### src/rtl/ddr_ui_arbiter_if.sv
// MIG user-interface bundle (command, write-data and read-data channels).
// The arbiter drives it through the master modport; the MIG sits on the slave side.
interface ddr_ui_arbiter_if #(
  parameter int APP_DATA_WIDTH = 64,
  parameter int APP_ADDR_WIDTH = 32,
  parameter int APP_MASK_WIDTH = 8
) ();
  logic [APP_ADDR_WIDTH-1:0] app_addr;
  logic [2:0]                app_cmd;
  logic                      app_en;
  logic [APP_DATA_WIDTH-1:0] app_wdf_data;
  logic [APP_MASK_WIDTH-1:0] app_wdf_mask;
  logic                      app_wdf_wren;
  logic                      app_wdf_end;
  logic                      app_rdy;
  logic                      app_wdf_rdy;
  logic [APP_DATA_WIDTH-1:0] app_rd_data;
  logic                      app_rd_data_valid;
  logic                      app_rd_data_end;

  modport master (
    output app_addr, app_cmd, app_en, app_wdf_data, app_wdf_mask, app_wdf_wren, app_wdf_end,
    input  app_rdy, app_wdf_rdy, app_rd_data, app_rd_data_valid, app_rd_data_end
  );

  modport slave (
    input  app_addr, app_cmd, app_en, app_wdf_data, app_wdf_mask, app_wdf_wren, app_wdf_end,
    output app_rdy, app_wdf_rdy, app_rd_data, app_rd_data_valid, app_rd_data_end
  );
endinterface

### src/rtl/ddr_ui_arbiter.sv
// Transaction-level arbiter sharing one MIG UI between NUM_REQ burst clients.
// Define ARB_FIXED_PRIO_EN for fixed lowest-index-wins priority; default is round-robin.
module ddr_ui_arbiter #(
  parameter int APP_DATA_WIDTH = 64,
  parameter int APP_ADDR_WIDTH = 32,
  parameter int APP_MASK_WIDTH = 8,
  parameter int NUM_REQ        = 2,
  parameter int OUTS_WIDTH     = 6
) (
  input  logic                               clk,
  input  logic                               rst,
  input  logic                               init_calib_complete,
  input  logic [NUM_REQ-1:0]                 req,
  input  logic [NUM_REQ-1:0]                 rel,
  output logic [NUM_REQ-1:0]                 gnt,
  output logic                               busy,
  input  logic [NUM_REQ*APP_ADDR_WIDTH-1:0]  cli_app_addr,
  input  logic [NUM_REQ*3-1:0]               cli_app_cmd,
  input  logic [NUM_REQ-1:0]                 cli_app_en,
  input  logic [NUM_REQ*APP_DATA_WIDTH-1:0]  cli_app_wdf_data,
  input  logic [NUM_REQ*APP_MASK_WIDTH-1:0]  cli_app_wdf_mask,
  input  logic [NUM_REQ-1:0]                 cli_app_wdf_wren,
  input  logic [NUM_REQ-1:0]                 cli_app_wdf_end,
  output logic [NUM_REQ-1:0]                 cli_app_rdy,
  output logic [NUM_REQ-1:0]                 cli_app_wdf_rdy,
  output logic [NUM_REQ-1:0]                 cli_app_rd_data_valid,
  output logic [NUM_REQ-1:0]                 cli_app_rd_data_end,
  output logic [APP_DATA_WIDTH-1:0]          cli_app_rd_data,
  ddr_ui_arbiter_if.master                   mig
);

  localparam int IW = $clog2(NUM_REQ);
  localparam logic [OUTS_WIDTH-1:0] OUTS_MAX  = {OUTS_WIDTH{1'b1}};
  localparam logic [OUTS_WIDTH-1:0] OUTS_ZERO = {OUTS_WIDTH{1'b0}};
  localparam logic [OUTS_WIDTH-1:0] OUTS_ONE  = {{(OUTS_WIDTH-1){1'b0}}, 1'b1};
  localparam logic [NUM_REQ-1:0]    GNT_ONE   = {{(NUM_REQ-1){1'b0}}, 1'b1};

  typedef enum logic [1:0] {
    S_IDLE  = 2'd0,
    S_OWN   = 2'd1,
    S_DRAIN = 2'd2
  } state_e;

  state_e                  state_q, state_d;
  logic [IW-1:0]           owner_q, owner_d;
  logic [IW-1:0]           ptr_q, ptr_d;
  logic [OUTS_WIDTH-1:0]   outs_q, outs_d;
  logic [NUM_REQ-1:0]      gnt_q, gnt_d;
  logic                    busy_q, busy_d;

  logic                      own_s, drain_s, act_s, outs_full_s;
  logic                      rd_acc_s, rd_ret_s;
  logic [IW-1:0]             win_s;
  logic [APP_ADDR_WIDTH-1:0] own_addr_s;
  logic [2:0]                own_cmd_s;
  logic                      own_en_s, own_wren_s, own_end_s;
  logic [APP_DATA_WIDTH-1:0] own_wdata_s;
  logic [APP_MASK_WIDTH-1:0] own_wmask_s;

`ifdef ARB_FIXED_PRIO_EN
  function automatic logic [IW-1:0] pick_winner(input logic [NUM_REQ-1:0] r,
                                                input logic [IW-1:0] p);
    logic [IW-1:0] w;
    w = {IW{1'b0}};
    for (int i = NUM_REQ - 1; i >= 0; i--) begin
      if (r[i]) begin
        w = IW'(i);
      end else begin
        w = w;
      end
    end
    w = w | (p & {IW{1'b0}});
    return w;
  endfunction
`else
  // Search starts one past the last winner so a just-released client goes to the back.
  function automatic logic [IW-1:0] pick_winner(input logic [NUM_REQ-1:0] r,
                                                input logic [IW-1:0] p);
    logic [IW-1:0] w;
    logic          found;
    int            idx;
    w     = {IW{1'b0}};
    found = 1'b0;
    for (int i = 1; i <= NUM_REQ; i++) begin
      idx = (int'(p) + i) % NUM_REQ;
      if (!found && r[idx]) begin
        w     = IW'(idx);
        found = 1'b1;
      end else begin
        found = found;
      end
    end
    return w;
  endfunction
`endif

  // Owner slice extraction and state decode.
  always_comb begin
    own_s       = (state_q == S_OWN);
    drain_s     = (state_q == S_DRAIN);
    act_s       = own_s | drain_s;
    outs_full_s = (outs_q == OUTS_MAX);
    own_addr_s  = cli_app_addr[int'(owner_q)*APP_ADDR_WIDTH +: APP_ADDR_WIDTH];
    own_cmd_s   = cli_app_cmd[int'(owner_q)*3 +: 3];
    own_en_s    = cli_app_en[owner_q];
    own_wdata_s = cli_app_wdf_data[int'(owner_q)*APP_DATA_WIDTH +: APP_DATA_WIDTH];
    own_wmask_s = cli_app_wdf_mask[int'(owner_q)*APP_MASK_WIDTH +: APP_MASK_WIDTH];
    own_wren_s  = cli_app_wdf_wren[owner_q];
    own_end_s   = cli_app_wdf_end[owner_q];
  end

  // MIG-side mux: strobes only in OWN, and commands held off while the read counter is full.
  always_comb begin
    mig.app_en       = own_s & own_en_s & ~outs_full_s;
    mig.app_wdf_wren = own_s & own_wren_s;
    mig.app_wdf_end  = own_s & own_end_s;
    if (act_s) begin
      mig.app_addr     = own_addr_s;
      mig.app_cmd      = own_cmd_s;
      mig.app_wdf_data = own_wdata_s;
      mig.app_wdf_mask = own_wmask_s;
    end else begin
      mig.app_addr     = {APP_ADDR_WIDTH{1'b0}};
      mig.app_cmd      = 3'b000;
      mig.app_wdf_data = {APP_DATA_WIDTH{1'b0}};
      mig.app_wdf_mask = {APP_MASK_WIDTH{1'b0}};
    end
  end

  // Client-side return path: only the owner slice ever sees ready or read strobes.
  always_comb begin
    cli_app_rdy           = {NUM_REQ{1'b0}};
    cli_app_wdf_rdy       = {NUM_REQ{1'b0}};
    cli_app_rd_data_valid = {NUM_REQ{1'b0}};
    cli_app_rd_data_end   = {NUM_REQ{1'b0}};
    for (int k = 0; k < NUM_REQ; k++) begin
      if (act_s && (owner_q == IW'(k))) begin
        cli_app_rdy[k]           = own_s & mig.app_rdy & ~outs_full_s;
        cli_app_wdf_rdy[k]       = own_s & mig.app_wdf_rdy;
        cli_app_rd_data_valid[k] = mig.app_rd_data_valid;
        cli_app_rd_data_end[k]   = mig.app_rd_data_end;
      end else begin
        cli_app_rdy[k]           = 1'b0;
        cli_app_wdf_rdy[k]       = 1'b0;
        cli_app_rd_data_valid[k] = 1'b0;
        cli_app_rd_data_end[k]   = 1'b0;
      end
    end
    if (act_s) begin
      cli_app_rd_data = mig.app_rd_data;
    end else begin
      cli_app_rd_data = {APP_DATA_WIDTH{1'b0}};
    end
  end

  // Outstanding-read counter; a stray return with nothing in flight is ignored.
  always_comb begin
    rd_acc_s = mig.app_en & mig.app_rdy & (own_cmd_s == 3'b001);
    rd_ret_s = mig.app_rd_data_valid & mig.app_rd_data_end;
    case ({rd_acc_s, rd_ret_s})
      2'b10: outs_d = outs_q + OUTS_ONE;
      2'b01: begin
        if (outs_q != OUTS_ZERO) begin
          outs_d = outs_q - OUTS_ONE;
        end else begin
          outs_d = outs_q;
        end
      end
      default: outs_d = outs_q;
    endcase
  end

  // Ownership FSM next-state; release leaves via DRAIN whenever reads are still in flight.
  always_comb begin
    state_d = state_q;
    owner_d = owner_q;
    ptr_d   = ptr_q;
    gnt_d   = gnt_q;
    win_s   = pick_winner(req, ptr_q);
    case (state_q)
      S_IDLE: begin
        if (|req) begin
          state_d = S_OWN;
          owner_d = win_s;
`ifdef ARB_FIXED_PRIO_EN
          ptr_d   = ptr_q;
`else
          ptr_d   = win_s;
`endif
          gnt_d   = GNT_ONE << win_s;
        end else begin
          gnt_d   = {NUM_REQ{1'b0}};
        end
      end
      S_OWN: begin
        if (rel[owner_q]) begin
          if (outs_d == OUTS_ZERO) begin
            state_d = S_IDLE;
            gnt_d   = {NUM_REQ{1'b0}};
          end else begin
            state_d = S_DRAIN;
          end
        end else begin
          state_d = S_OWN;
        end
      end
      S_DRAIN: begin
        if (outs_d == OUTS_ZERO) begin
          state_d = S_IDLE;
          gnt_d   = {NUM_REQ{1'b0}};
        end else begin
          state_d = S_DRAIN;
        end
      end
      default: begin
        state_d = S_IDLE;
        gnt_d   = {NUM_REQ{1'b0}};
      end
    endcase
    busy_d = (state_d != S_IDLE);
  end

  // State registers; an uncalibrated MIG holds the arbiter in reset.
  always_ff @(posedge clk) begin
    if (rst || !init_calib_complete) begin
      state_q <= S_IDLE;
      owner_q <= {IW{1'b0}};
      ptr_q   <= IW'(NUM_REQ - 1);
      outs_q  <= OUTS_ZERO;
      gnt_q   <= {NUM_REQ{1'b0}};
      busy_q  <= 1'b0;
    end else begin
      state_q <= state_d;
      owner_q <= owner_d;
      ptr_q   <= ptr_d;
      outs_q  <= outs_d;
      gnt_q   <= gnt_d;
      busy_q  <= busy_d;
    end
  end

  assign gnt  = gnt_q;
  assign busy = busy_q;

endmodule

### src/flat_wrapper.sv
// flat-port wrapper written by rule: the top's interface ports become plain ports
module ddr_ui_arbiter_flat 
#(
  parameter int APP_DATA_WIDTH = 64,
  parameter int APP_ADDR_WIDTH = 32,
  parameter int APP_MASK_WIDTH = 8,
  parameter int NUM_REQ        = 2,
  parameter int OUTS_WIDTH     = 6
)
  (clk, rst, init_calib_complete, req, rel, gnt, busy, cli_app_addr, cli_app_cmd, cli_app_en, cli_app_wdf_data, cli_app_wdf_mask, cli_app_wdf_wren, cli_app_wdf_end, cli_app_rdy, cli_app_wdf_rdy, cli_app_rd_data_valid, cli_app_rd_data_end, cli_app_rd_data, mig_app_addr, mig_app_cmd, mig_app_en, mig_app_wdf_data, mig_app_wdf_mask, mig_app_wdf_wren, mig_app_wdf_end, mig_app_rdy, mig_app_wdf_rdy, mig_app_rd_data, mig_app_rd_data_valid, mig_app_rd_data_end);
  ddr_ui_arbiter_if #(.APP_DATA_WIDTH(APP_DATA_WIDTH), .APP_ADDR_WIDTH(APP_ADDR_WIDTH), .APP_MASK_WIDTH(APP_MASK_WIDTH)) mig_i ();
  input  logic clk;
  input  logic rst;
  input  logic init_calib_complete;
  input  logic [NUM_REQ-1:0] req;
  input  logic [NUM_REQ-1:0] rel;
  output logic [NUM_REQ-1:0] gnt;
  output logic busy;
  input  logic [NUM_REQ*APP_ADDR_WIDTH-1:0] cli_app_addr;
  input  logic [NUM_REQ*3-1:0] cli_app_cmd;
  input  logic [NUM_REQ-1:0] cli_app_en;
  input  logic [NUM_REQ*APP_DATA_WIDTH-1:0] cli_app_wdf_data;
  input  logic [NUM_REQ*APP_MASK_WIDTH-1:0] cli_app_wdf_mask;
  input  logic [NUM_REQ-1:0] cli_app_wdf_wren;
  input  logic [NUM_REQ-1:0] cli_app_wdf_end;
  output logic [NUM_REQ-1:0] cli_app_rdy;
  output logic [NUM_REQ-1:0] cli_app_wdf_rdy;
  output logic [NUM_REQ-1:0] cli_app_rd_data_valid;
  output logic [NUM_REQ-1:0] cli_app_rd_data_end;
  output logic [APP_DATA_WIDTH-1:0] cli_app_rd_data;
  output wire logic [$bits(mig_i.app_addr)-1:0] mig_app_addr;
  output wire logic [$bits(mig_i.app_cmd)-1:0] mig_app_cmd;
  output wire logic [$bits(mig_i.app_en)-1:0] mig_app_en;
  output wire logic [$bits(mig_i.app_wdf_data)-1:0] mig_app_wdf_data;
  output wire logic [$bits(mig_i.app_wdf_mask)-1:0] mig_app_wdf_mask;
  output wire logic [$bits(mig_i.app_wdf_wren)-1:0] mig_app_wdf_wren;
  output wire logic [$bits(mig_i.app_wdf_end)-1:0] mig_app_wdf_end;
  input wire logic [$bits(mig_i.app_rdy)-1:0] mig_app_rdy;
  input wire logic [$bits(mig_i.app_wdf_rdy)-1:0] mig_app_wdf_rdy;
  input wire logic [$bits(mig_i.app_rd_data)-1:0] mig_app_rd_data;
  input wire logic [$bits(mig_i.app_rd_data_valid)-1:0] mig_app_rd_data_valid;
  input wire logic [$bits(mig_i.app_rd_data_end)-1:0] mig_app_rd_data_end;
  assign mig_app_addr = mig_i.app_addr;
  assign mig_app_cmd = mig_i.app_cmd;
  assign mig_app_en = mig_i.app_en;
  assign mig_app_wdf_data = mig_i.app_wdf_data;
  assign mig_app_wdf_mask = mig_i.app_wdf_mask;
  assign mig_app_wdf_wren = mig_i.app_wdf_wren;
  assign mig_app_wdf_end = mig_i.app_wdf_end;
  assign mig_i.app_rdy = mig_app_rdy;
  assign mig_i.app_wdf_rdy = mig_app_wdf_rdy;
  assign mig_i.app_rd_data = mig_app_rd_data;
  assign mig_i.app_rd_data_valid = mig_app_rd_data_valid;
  assign mig_i.app_rd_data_end = mig_app_rd_data_end;
  ddr_ui_arbiter #(.APP_DATA_WIDTH(APP_DATA_WIDTH), .APP_ADDR_WIDTH(APP_ADDR_WIDTH), .APP_MASK_WIDTH(APP_MASK_WIDTH), .NUM_REQ(NUM_REQ), .OUTS_WIDTH(OUTS_WIDTH)) u_core (.clk(clk), .rst(rst), .init_calib_complete(init_calib_complete), .req(req), .rel(rel), .gnt(gnt), .busy(busy), .cli_app_addr(cli_app_addr), .cli_app_cmd(cli_app_cmd), .cli_app_en(cli_app_en), .cli_app_wdf_data(cli_app_wdf_data), .cli_app_wdf_mask(cli_app_wdf_mask), .cli_app_wdf_wren(cli_app_wdf_wren), .cli_app_wdf_end(cli_app_wdf_end), .cli_app_rdy(cli_app_rdy), .cli_app_wdf_rdy(cli_app_wdf_rdy), .cli_app_rd_data_valid(cli_app_rd_data_valid), .cli_app_rd_data_end(cli_app_rd_data_end), .cli_app_rd_data(cli_app_rd_data), .mig(mig_i));
endmodule
### config.mk
export PLATFORM = sky130hd
export DESIGN_NAME = ddr_ui_arbiter_flat
export DESIGN_NICKNAME = d
export VERILOG_FILES = /design/src/rtl/ddr_ui_arbiter_if.sv /design/src/rtl/ddr_ui_arbiter.sv /design/src/flat_wrapper.sv
export SDC_FILE = /design/constraint.sdc
export NUM_CORES = 1
export LEC_CHECK = 0
export BUFFER_PORTS_ARGS = -buffer_cell sky130_fd_sc_hd__buf_4
export CAP_MARGIN = 15
export CORE_AREA = 3 3 186 188
export DETAILED_ROUTE_END_ITERATION = 10
export DIE_AREA = 0 0 189 191
export PLACE_DENSITY_LB_ADDON = 0.25
export SETUP_SLACK_MARGIN = 0.02
export SLEW_MARGIN = 20
export SYNTH_ARGS = -nofsm -noshare
export SYNTH_HDL_FRONTEND = slang
export SYNTH_SLANG_ARGS = --single-unit
### constraint.sdc
create_clock -name clk -period 3.2 [get_ports clk]
set_input_delay 0.64 -clock clk [delete_from_list [all_inputs] [get_ports clk]]
set_output_delay 0.64 -clock clk [all_outputs]
set_load 0.01 [all_outputs]
# --- Yosys cells after proc, flatten, opt, wreduce, memory -nomap -nowiden ---
# Index checks and enable logic that the tools add are counted.
totals:
  ff_bits: 13
  latch_bits: 0
  ram_bits: 0
  romBits: 0
  inputBits: 295
  output_inout_bits: 185
  wordCells: 93
  n_memories: 0
classes:
  n_addsub: 4
  multipliers: 1
  div: 0
  order_cmp: 3
  n_eq_ne: 7
  shifts: 5
  mux: 40
  bitwise_logic: 15
  reduce_logical: 12
ops:
  columns: ["op", "n"]
  rows:
  - ["64-bit 2-to-1 mux", 2]
  - ["128-bit by 8-bit indexed part select with 64-bit output", 1]
  - ["64-bit by 7-bit indexed part select with 32-bit output", 1]
  - ["32-bit 2-to-1 mux", 1]
  - ["6-bit by 32-bit indexed part select with 3-bit output", 1]
  - ["1-bit 2-to-1 mux", 25]
  - ["16-bit by 5-bit indexed part select with 8-bit output", 1]
  - ["2-bit 2-to-1 mux", 6]
  - ["2-bit one-hot mux with 3 select lines", 2]
  - ["6-bit one-hot mux with 2 select lines", 1]
  - ["1-bit AND", 10]
  - ["8-bit 2-to-1 mux", 1]
  - ["6-bit by 1-bit adder with 6-bit output, second input constant", 1]
  - ["6-bit == test, second input constant", 1]
  - ["6-bit logical NOT", 1]
  - ["2-bit by 3-bit < comparator with 1-bit output, second input constant", 2]
  - ["6-bit 2-to-1 mux", 1]
  - ["6-bit nonzero test", 1]
  - ["6-bit by 1-bit subtractor with 6-bit output, second input constant", 1]
  - ["2-bit by 1-bit == test with 1-bit output, second input constant", 2]
  - ["2-bit == test, second input constant", 2]
  - ["3-bit by 1-bit == test with 1-bit output, second input constant", 1]
  - ["1-bit logical AND", 3]
  - ["1-bit by 2-bit multiplier with 3-bit output, second input constant", 1]
  - ["14 further kinds", 18]

# --- Longest topological paths before layout ---
depth:
  word_depth: 13
  ltp_mapped: 13
  depth_no_buf: 13

# --- Worst setup path before layout ---
# No wires, ideal clock.
synth_path:
  kind: "reg-to-reg"
  startpoint: "register u_core.outs_q[0]"
  endpoint: "register u_core.gnt_q[0] (netlist: u_core.gnt[0])"
  setup_time_ps: 72
  t_arrival_ps: 3047
  t_required_ps: 3128
  slack_ps: 81
  path_stages_with_launch: 14
  n_path_buf: 1
  synth_period_minus_slack_ps: 3119
  cell_sequence: "dfxtp_1 -> ha_1 -> and3_1 -> nand3_1 -> nand2_1 -> or3_1 -> ha_1 -> buf_2 -> nor2b_1 -> nand3_1 -> or4_1 -> nand4bb_1 -> o32a_1 -> mux2i_1"
synth_between:
  elab_chain_cells: 11
  word_cells_on_any_way: 16
  cone_classes: "2 x add/sub; 3 x eq/ne; 5 x mux; 4 x bitwise; 2 x reduce/logical"
synth_rtl:
  columns: ["element", "line_no", "text"]
  rows:
  - ["start, declared", "ddr_ui_arbiter.sv:47", "logic [OUTS_WIDTH-1:0] outs_q, outs_d;"]
  - ["start signal, assigned", "ddr_ui_arbiter.sv:236", "outs_q <= outs_d;"]
  - ["6-bit == test", "ddr_ui_arbiter.sv:102", "outs_full_s = (outs_q == OUTS_MAX);"]
  - ["1-bit NOT", "ddr_ui_arbiter.sv:114", "mig.app_en = own_s & own_en_s & ~outs_full_s;"]
  - ["1-bit AND", "ddr_ui_arbiter.sv:114", null]
  - ["1-bit AND (2 in a row)", "ddr_ui_arbiter.sv:158", "rd_acc_s = mig.app_en & mig.app_rdy & (own_cmd_s == 3'b001);"]
  - ["2-bit by 1-bit == test with 1-bit output / 2-bit == test (equally long branches)", "ddr_ui_arbiter.sv:160", "case ({rd_acc_s, rd_ret_s})"]
  - ["6-bit one-hot mux with 2 select lines (*)", "ddr_ui_arbiter.sv:160", null]
  - ["6-bit logical NOT (*)", "ddr_ui_arbiter.sv:197, ddr_ui_arbiter.sv:208", null]
  - ["2-bit 2-to-1 mux (*)", null, null]
  - ["2-bit 2-to-1 mux", null, null]
  - ["2-bit one-hot mux with 3 select lines (*)", null, null]
  - ["end signal, assigned", "ddr_ui_arbiter.sv:230", "gnt_q <= {NUM_REQ{1'b0}};"]
  - ["end signal, assigned", "ddr_ui_arbiter.sv:237", "gnt_q <= gnt_d;"]
  - ["end, declared", "ddr_ui_arbiter.sv:48", "logic [NUM_REQ-1:0] gnt_q, gnt_d;"]
# Mark *: on every way between the ends. The rest lies on a longest branch, timed or not. The select of a mux whose other input is x is not followed.
# A chain may end at the register's enable or synchronous reset.

# --- Worst setup path in the final report ---
# Same ends and word-level chain as after synthesis.

==> impl_results.md <==
* Status: finished, final reports clean
* Area delta synth->final at 128%
* Post-Place Setup Slack at -0.220 ns
* CP max-delay cell: or3_4
* Syn Area/Cell at 7.46 um^2
* Type of the worst min-delay path: flop to flop
* Avg WL per Cell at 15.4 um
* Leading area contributor after synthesis: mux2i_1
* Mapped Cells at 454
* First-pass GRT wire length at 29800 um
* Initial antenna violation count at 1
* Fmax at 333 MHz
* Final setup viols at 0
* Setup CP Type: flop to flop
* Yosys warning total at 0
* Synth top area share at 0.337
* Commonest cells post-synth: nor2b_1 (117), mux2i_1 (114), and2_1 (66)
* Setup tns final at 0 ns
* Via count at 4775
* Largest net degree at the start of global routing at 68
* Critical Path Sink Type: flop
* Design area at 0.00773 mm^2
* Count leader, synth: nor2b_1
* Mapped Area at 0.00339 mm^2
* HP Start: u_core.gnt[0]
* Total core area at 0.0333 mm^2
* Unrepaired setup endpoints after global routing: false
* CTS tree: yes
* CTS H-tree depth at 1
* Gpl congestion at 0.805
* Vert. Die Dim at 191 um
* Final Max Tran Viols at 0
* Max cap viols at 0
* Slew headroom at 0.353
* Clk_lat worst skew at 0.24 ns
* Top FF cell, synth: dfxtp_1
* Post-synth ARST share at 0
* DRC viols at 0
* # IOs at 480
* Number of synthesized flops with an enable pin at 0
* Layout cell share with drive strength beyond 1 at 0.562
* Clk sinks at 13
* CP required at 3.33 ns
* Synth area leaders: mux2i_1 (34%), nor2b_1 (22%), and2_1 (12%), dfxtp_1 (7.7%), ha_1 (3.3%)
* #FFs+latches synth at 13
* Global-route usage over all layers at 0.105
* Syn_nets at 758
* R2R cell count at 13
* Setup ws final at 0.201 ns
* CTS max path bufs at 2
* Overall die width at 189 um
* # hold bufs at CTS at 0
* Total CTS buffers at 3
* PwrDens at 150 mW/mm^2
* Vias in the first global route at 4929
* Crit share post-route at 0.937
* Port bufs at 479
* Distinct cell type count after synthesis at 44
* Crit path DAT at 3.13 ns
* Die Area at 0.0361 mm^2
* Router iterations before antenna repair at 4
* Row cnt at 67
* Root buffer cell: clkbuf_16
* Grt ovf at 0
* Post-CTS setup buffers at 0
* RR Endpoint: u_core.gnt[0]
* Cells along the critical path: ha_1 -> and3_1 -> nand3_1 -> nand2_1 -> or3_4 -> ha_4 -> nor2b_2 -> buf_4 -> a41oi_1 -> a2bb2oi_1 -> nand4bb_4 -> o32a_1 -> mux2i_1
* Nets at 1226
* Fill count at 3727
* Power, Total at 1.16 mW
* Routed Antenna Nets at 0
* Clock Pin Slew Worst Setup and Hold Paths at 0.05 ns
* Peak supply drop at 0.000166 V
* Initial DRC count at 166
* Hold depth at 2
* Crit path largest cell delay at 0.40 ns
* Lkg Pwr at 3.65 nW
* Layout Skew at 0.00316 ns
* Sequential share of the synthesized area at 0.0769
* Initial Utilization at 0.102
* Hold Fails Final Rpt at 0
* Placed Area at 0.00758 mm^2
* Maximum fanout along the worst path at 3
* Reg2Reg Setup Slack at 0.20 ns
* Drt via density at 3.48
* Reg2reg start: u_core.outs_q[0]
* Period minus WS final at 3.00 ns
* Hpwl dp at 18400 um
* Total Wirelength at 21100 um
* WHS Endpoint: u_core.gnt[0]
* Worst Tran Pin Value at 0.971 ns
* Crit start category: flop
==> power breakdown <==
| group | switching (mW) | internal [mW] |
|---|---|---|
| registers | 0.00383 | 0.166 |
| logic | 0.289 | 0.466 |
| clock network | 0.0697 | 0.166 |
==> stage by stage <==
| stage | utilization | hold slack, ns | instances |
|---|---|---|---|
| 2_1_floorplan | - | 0.482 | 454 |
| 3_3_place_gp | 0.228 | 0.489 | 1365 |
| 3_5_place_dp | 0.228 | 0.498 | 1365 |
| 4_1_cts | 0.230 | 0.509 | 1369 |
| 5_1_grt | 0.232 | 0.525 | 1370 |
| 6_report | 0.232 | 0.494 | 1371 |
==> worst max-delay path: cells and delay by family (launching register included) <==
kind            cells  cell delay [ns]
simple gates        6             1.11
mux                 1             0.13
buf+inv             1             0.13
flops               1             0.31
fa+ha+maj           2             0.53
compound gates      3             0.68
==> cell type report <==
class | instances | area (um^2) | area share
inverters | 12 | 45.0 | 0.00583
multi-input cells | 393 | 3010 | 0.389
clock buffers | 3 | 75.1 | 0.00971
clock inverters | 1 | 5.00 | 0.000647
flip-flops and latches | 13 | 264 | 0.0341
repair buffers | 499 | 3770 | 0.488
well taps | 448 | 561 | 0.0725
diodes | 2 | 5.00 | 0.000647
==> routing by layer <==
layer,vias up,GRT usage,share of wire
li1,2463,-,-
met1,2138,0.131,0.40
met2,162,0.195,0.54
met3,12,0.0172,0.050
met4,0,0.0135,0.0094
met5,-,0,0
==> timing repair <==
item,4_1_cts,5_1_grt
resized for setup,1,9
endpoints found under the setup margin,3,4
pin swaps,0,3
==> layout by cell type (no fill, tap or decap), drive strengths merged, types with 5 or more instances in the layout <==
master / n
a21oi: 5
and2: 66
and3: 6
buf: 499
dfxtp: 13
ha: 9
inv: 12
mux2i: 114
nand2: 15
nand3: 7
nor2: 14
nor2b: 117
==> worst max path at each step <==
stage | from | endpoint | slack [ns]
floorplan | u_core.outs_q[0] | u_core.gnt[0] | 0.08
global placement | cli_app_cmd[1] | u_core.gnt[0] | -0.18
detailed placement | cli_app_cmd[1] | u_core.busy | -0.22
CTS | u_core.outs_q[0] | u_core.gnt[0] | 0.06
global route | u_core.outs_q[0] | u_core.gnt[0] | 0.06
finish | u_core.outs_q[0] | u_core.gnt[0] | 0.20
==> state kept, by name (all words and copies together), names as in the netlist <==
name            flops
u_core.gnt          2
u_core.outs_q       6
u_core.owner_q      1
u_core.state_q      2
u_core.ptr_q        1
u_core.busy         1
==> logic make-up after synthesis <==
group           synth area share
mux                        0.340
flops                     0.0769
fa+ha+maj                 0.0333
buf+inv                   0.0573
simple gates               0.424
compound gates            0.0684
(Power assumes the default switching activity.)
